<file path="src/rtl/fpu_issue_arbiter.sv">
// Round-robin issue arbiter that shares one fixed-latency FPU between NREQ requesters.
// A delay line of {valid, id} steers each result back to its originator; a divide locks out issue.
module fpu_issue_arbiter #(
  parameter  int NX       = 8,
  parameter  int NM       = 23,
  parameter  int NREQ     = 4,
  parameter  int LAT      = 3,
  parameter  int DIV_BUSY = 6,
  localparam int N        = NX + NM + 1,
  localparam int IDW      = (NREQ > 1) ? $clog2(NREQ) : 1
) (
  input  logic              clk,
  input  logic              rst_n,
  input  logic [NREQ-1:0]   req_valid,
  input  logic [2*NREQ-1:0] req_op,
  input  logic [N*NREQ-1:0] req_a,
  input  logic [N*NREQ-1:0] req_b,
  output logic [NREQ-1:0]   req_ready,
  output logic              fpu_start,
  output logic [1:0]        fpu_op,
  output logic [N-1:0]      fpu_a,
  output logic [N-1:0]      fpu_b,
  input  logic [N-1:0]      fpu_result,
  output logic [NREQ-1:0]   rsp_valid,
  output logic [IDW-1:0]    rsp_id,
  output logic [N-1:0]      rsp_data,
  output logic              busy
);

  localparam int CW = $clog2(DIV_BUSY + 1);

  typedef enum logic {ISSUE, DIVWAIT} state_t;

  state_t                 state_q, state_d;
  logic [CW-1:0]          cnt_q, cnt_d;
  logic [IDW-1:0]         rr_ptr_q;
  logic                   fpu_start_q;
  logic [1:0]             fpu_op_q;
  logic [N-1:0]           fpu_a_q, fpu_b_q;
  logic [LAT:0]           dl_vld_q;
  logic [LAT:0][IDW-1:0]  dl_id_q;
  logic [NREQ-1:0]        rsp_valid_q;
  logic [IDW-1:0]         rsp_id_q;
  logic [N-1:0]           rsp_data_q;
  logic                   busy_q, busy_d;

  logic                   gnt_any;
  logic [IDW-1:0]         gnt_idx, cand;
  logic [1:0]             sel_op;
  logic [N-1:0]           sel_a, sel_b;

  // Search starts one past the last winner so every requester gets a turn.
  always_comb begin
    gnt_any   = 1'b0;
    gnt_idx   = '0;
    cand      = '0;
    req_ready = '0;
    if (state_q == ISSUE) begin
      for (int k = 1; k <= NREQ; k++) begin
        cand = IDW'((32'(rr_ptr_q) + 32'(k)) % NREQ);
        if (!gnt_any && req_valid[cand]) begin
          gnt_any = 1'b1;
          gnt_idx = cand;
        end
      end
      if (gnt_any) req_ready[gnt_idx] = 1'b1;
    end
  end

  always_comb begin
    sel_op = '0;
    sel_a  = '0;
    sel_b  = '0;
    for (int i = 0; i < NREQ; i++) begin
      if (IDW'(i) == gnt_idx) begin
        sel_op = req_op[2*i +: 2];
        sel_a  = req_a[N*i +: N];
        sel_b  = req_b[N*i +: N];
      end
    end
  end

  // Counter is loaded with DIV_BUSY-1 so issue reopens DIV_BUSY cycles after the div grant.
  always_comb begin
    state_d = state_q;
    cnt_d   = cnt_q;
    case (state_q)
      ISSUE: begin
        if (gnt_any && sel_op == 2'd3 && DIV_BUSY > 1) begin
          state_d = DIVWAIT;
          cnt_d   = CW'(DIV_BUSY - 1);
        end
      end
      DIVWAIT: begin
        if (cnt_q <= CW'(1)) begin
          state_d = ISSUE;
          cnt_d   = '0;
        end else begin
          cnt_d = cnt_q - CW'(1);
        end
      end
      default: begin
        state_d = ISSUE;
        cnt_d   = '0;
      end
    endcase
  end

  // Registered busy reflects lockout, in-flight stages and the issue strobe of the coming cycle.
  assign busy_d = (state_d == DIVWAIT) | (|dl_vld_q[LAT-1:0]) | gnt_any;

  always_ff @(posedge clk or negedge rst_n) begin
    if (!rst_n) begin
      state_q     <= ISSUE;
      cnt_q       <= '0;
      rr_ptr_q    <= IDW'(NREQ - 1);
      fpu_start_q <= 1'b0;
      fpu_op_q    <= '0;
      fpu_a_q     <= '0;
      fpu_b_q     <= '0;
      dl_vld_q    <= '0;
      dl_id_q     <= '0;
      rsp_valid_q <= '0;
      rsp_id_q    <= '0;
      rsp_data_q  <= '0;
      busy_q      <= 1'b0;
    end else begin
      state_q     <= state_d;
      cnt_q       <= cnt_d;
      fpu_start_q <= gnt_any;
      if (gnt_any) begin
        rr_ptr_q <= gnt_idx;
        fpu_op_q <= sel_op;
        fpu_a_q  <= sel_a;
        fpu_b_q  <= sel_b;
      end
      // Stage 0 lines up with fpu_start; stage LAT lines up with the valid fpu_result.
      dl_vld_q <= {dl_vld_q[LAT-1:0], gnt_any};
      dl_id_q  <= {dl_id_q[LAT-1:0], gnt_idx};
      if (dl_vld_q[LAT]) begin
        rsp_valid_q <= NREQ'(1) << dl_id_q[LAT];
        rsp_id_q    <= dl_id_q[LAT];
        rsp_data_q  <= fpu_result;
      end else begin
        rsp_valid_q <= '0;
      end
      busy_q <= busy_d;
    end
  end

  assign fpu_start = fpu_start_q;
  assign fpu_op    = fpu_op_q;
  assign fpu_a     = fpu_a_q;
  assign fpu_b     = fpu_b_q;
  assign rsp_valid = rsp_valid_q;
  assign rsp_id    = rsp_id_q;
  assign rsp_data  = rsp_data_q;
  assign busy      = busy_q;

endmodule
</file>
<file path="config.mk">
export PLATFORM = sky130hd
export DESIGN_NAME = fpu_issue_arbiter
export DESIGN_NICKNAME = d
export VERILOG_FILES = /design/src/rtl/fpu_issue_arbiter.sv
export SDC_FILE = /design/constraint.sdc
export NUM_CORES = 1
export LEC_CHECK = 0
export ABC_AREA = 1
export CORE_AREA = 2 2 160 162
export DETAILED_ROUTE_END_ITERATION = 16
export DIE_AREA = 0 0 162 164
export SLEW_MARGIN = 25
export SYNTH_ARGS = -nofsm -noshare
export SYNTH_HDL_FRONTEND = slang
export SYNTH_SLANG_ARGS = --single-unit
</file>
<file path="constraint.sdc">
create_clock -name clk -period 2.68 [get_ports clk]
set_clock_uncertainty 0.1 [all_clocks]
set_input_delay 0.536 -clock clk [delete_from_list [all_inputs] [get_ports clk]]
set_output_delay 0.536 -clock clk [all_outputs]
set_load 0.03 [all_outputs]
</file>
==> metrics.csv <==
metric,value,unit
WP depth,12,
Setup TNS,-0.761,ns
Critical R2R Capture,fpu_op[0],
crit path DAT,2.28,ns
dominant cells by area after synthesis,"dfrtp_1 48%, nand2_1 14%, nand3_1 11%, mux2_2 5.7%, a21oi_1 5.4%",
"reg-to-reg slack, setup",-0.05,ns
row cnt,58,
hpwl dp,19600,um
Placeable Area,24800,um2
Final Critical Period,2.91,ns
I/O pin count,412,
Main synth FF type,dfrtp_1,
die area,26600,um2
clock root cell,clkbuf_16,
"Distinct cells, synth",31,
Hold Path Cell Cnt,0,
ys async rst share,1.00,
Die Y,164,um
CP bufs+invs,5,
slowest stage cell on the critical path,dfstp_2,
Crit Path Category,flop to primary output,
setup violators final,6,
Area Growth Syn to Fin,94.8,%
largest net degree at the start of global routing,88,
Die X,162,um
critical path's top delay family,flip-flops,
Num Clock Sinks,123,
worst vdd ir,0.000718,V
Max Freq,0.343,GHz
HP Class,flop to flop,
post-synth top area share,0.476,
PnR worst setup slack,-0.235,ns
Max Cap Viol,0,
CTS tree,yes,
Initial Util,0.256,
status,finished with violations,
worst rel slew slack,0.617,
clock buffer count from CTS,17,
cells after synthesis,787,
register area share after synthesis,0.484,
H-tree depth,4,
number of synthesis warnings,0,
Lkg Pwr,5.27,nW
Final #Nets,1540,
vias,7290,
"Clk Latency, worst-skew pair",0.42,ns
failing checks,negative setup slack,
Total Wirelength,26700,um
Syn Area/Cell,8.08,um2
Hold EP,dl_id_q[5],
DRT Pass-1 Iters,5,
final core occ,0.499,
Final Power,0.0193,W
"EDFF count, synth",0,
"Max FO, Critical Path",5,
vias per cell,4.62,
Fin. Hold Viols,0,
CP most frequent cell,buf_6,
DRC,0,
"flops & latches, synth",123,
vias in the first global route,7065,
R2R Path Start,rr_ptr_q[0],
drt wl/cell,16.9,um
area post-placement,11000,um2
CP peak stage delay,0.62,ns
leading area contributor after synthesis,dfrtp_1,
RSZ-0062 raised after global routing,yes,
ANT cells,0,
antenna violations before repair,0,
Clock Path Buffers,2,
total track usage,0.182,
post-route cell area,12400,um2
element type at the critical path end,primary output,
grt total ovfl,0,
worst-margin pin slew,0.575,ns
synthesized area,6360,um2
max-slew violations,0,
Startpoint Class,flop,
DR iter-0 viols,386,
CP Data Required Time,2.04,ns
share of layout cells above drive strength 1,0.189,
GP Congestion,0.846,
Reg2Reg Depth,19,
CP cell instances,"buf_6, nand2_4, nand2_4, nand2_2, nand2_2, inv_2, nand3_2, nand2_2, buf_6, buf_6, nor3_4, buf_6",
hold path startpoint,dl_id_q[3],
Pwr Density,1550,nW/um2
Antenna Violating Nets Remaining,0,
syn nets,1091,
final worst-path cycle share,1.09,
Buffers on Ports,411,
clock-pin slew on the worst setup and hold paths,0.07,ns
first-pass GRT wire length,37300,um
## cell usage in the layout (no fill, tap or decap), types with 2 or more instances in the layout
cell type and instances:
nand3_4 2, nor2_1 8, buf_6 18, clkinv_4 3, dfrtp_1 121, inv_8 4, clkdlybuf4s50_1 406, dfstp_2 2
inv_2 8, ha_1 2, a21oi_1 34, clkbuf_16 21, nand2_4 16, clkinv_8 2, mux2_2 32, nand3_2 6
nand2_1 215, o21ai_1 61, buf_4 41, nand3_1 133, nand2_2 18, buf_12 10, nor2_4 3, inv_1 16
buf_8 3, o21ai_0 9, a21oi_2 34, inv_6 5
## area by class of cell
class,instances,area (um2)
fill,2395,12400
clock inverter,15,176
timing repair buffer,484,4960
multi-input combinational,583,3230
clock buffer,17,425
sequential,123,3080
tap,330,413
inverter,27,109
## flip-flops by register name (all words and copies together) (netlist names), 2 cells and up
register   count
cnt_q          3
dl_id_q        8
dl_vld_q       4
fpu_a         32
fpu_b         32
fpu_op         2
rr_ptr_q       2
rsp_data      32
rsp_id         2
rsp_valid      4
## power breakdown
group	total (W)	leakage, nW	switching, W	internal, W
clock	0.00234	0.293	0.00100	0.00133
combinational	0.0136	3.48	0.00770	0.00591
sequential	0.00332	1.50	0.000480	0.00284
total	0.0193	5.27	0.00918	0.0101
## stage by stage
stage,setup WS (ns),hold slack [ns],cells
2_1_floorplan,0.0893,0.140,787
6_report,-0.235,0.239,1579
5_1_grt,-0.349,0.242,1579
3_3_place_gp,-0.288,0.234,1519
4_1_cts,-0.181,0.241,1567
3_5_place_dp,-0.323,0.237,1519
## how the worst max path moves through the flow
stage                 start            to  slack, ns
3_3_place_gp   req_valid[1]     fpu_b[17]      -0.29
4_1_cts         rr_ptr_q[0]  req_ready[0]      -0.18
3_5_place_dp   req_valid[1]      fpu_a[1]      -0.32
5_1_grt         rr_ptr_q[0]  req_ready[0]      -0.35
2_1_floorplan   rr_ptr_q[0]  req_ready[0]       0.09
6_report        rr_ptr_q[0]  req_ready[0]      -0.23
## per-layer routing
| metal | global-route usage | up-vias | routed length [um] |
|---|---|---|---|
| met5 | 0 | - | 0 |
| met2 | 0.326 | 317 | 13400 |
| met1 | 0.209 | 3386 | 10600 |
| li1 | - | 3544 | - |
| met4 | 0.0656 | 0 | 723 |
| met3 | 0.0482 | 43 | 1970 |
## cells in the mapped netlist, types with 2 or more instances
cell      instances
a21oi_1          69
buf_2            10
buf_4            13
buf_6             7
clkbuf_1         23
dfrtp_1         121
dfstp_2           2
ha_1              2
inv_1            19
inv_2             5
mux2_2           32
nand2_1         244
nand2_2           5
nand3_1         139
nand3_2           2
nor2_1            8
nor2_2            2
nor3_1            2
o21ai_0          11
o21ai_1          60
## worst register-to-register path: cells and delay by family, from the launching register on
| kind | cells | cell delay, ns |
|---|---|---|
| buf+inv | 6 | 0.75 |
| compound gates | 2 | 0.19 |
| flops | 1 | 0.62 |
| simple gates | 11 | 0.97 |
## cell families after synthesis
| logic type | share of synthesized area |
|---|---|
| compound gates | 0.114 |
| simple gates | 0.275 |
| buf+inv | 0.0663 |
| fa+ha+maj | 0.00393 |
| mux | 0.0566 |
| flops | 0.484 |
## timing repair
item,CTS,global route
gates resized for setup,46,79
gates cloned,0,5
buffers inserted,16,8
pin swaps,18,17
hold buffers,1,0
endpoints found under the setup margin,4,74
endpoints found under the hold margin,19,0
No activity file was read; power rests on OpenSTA's default activity.
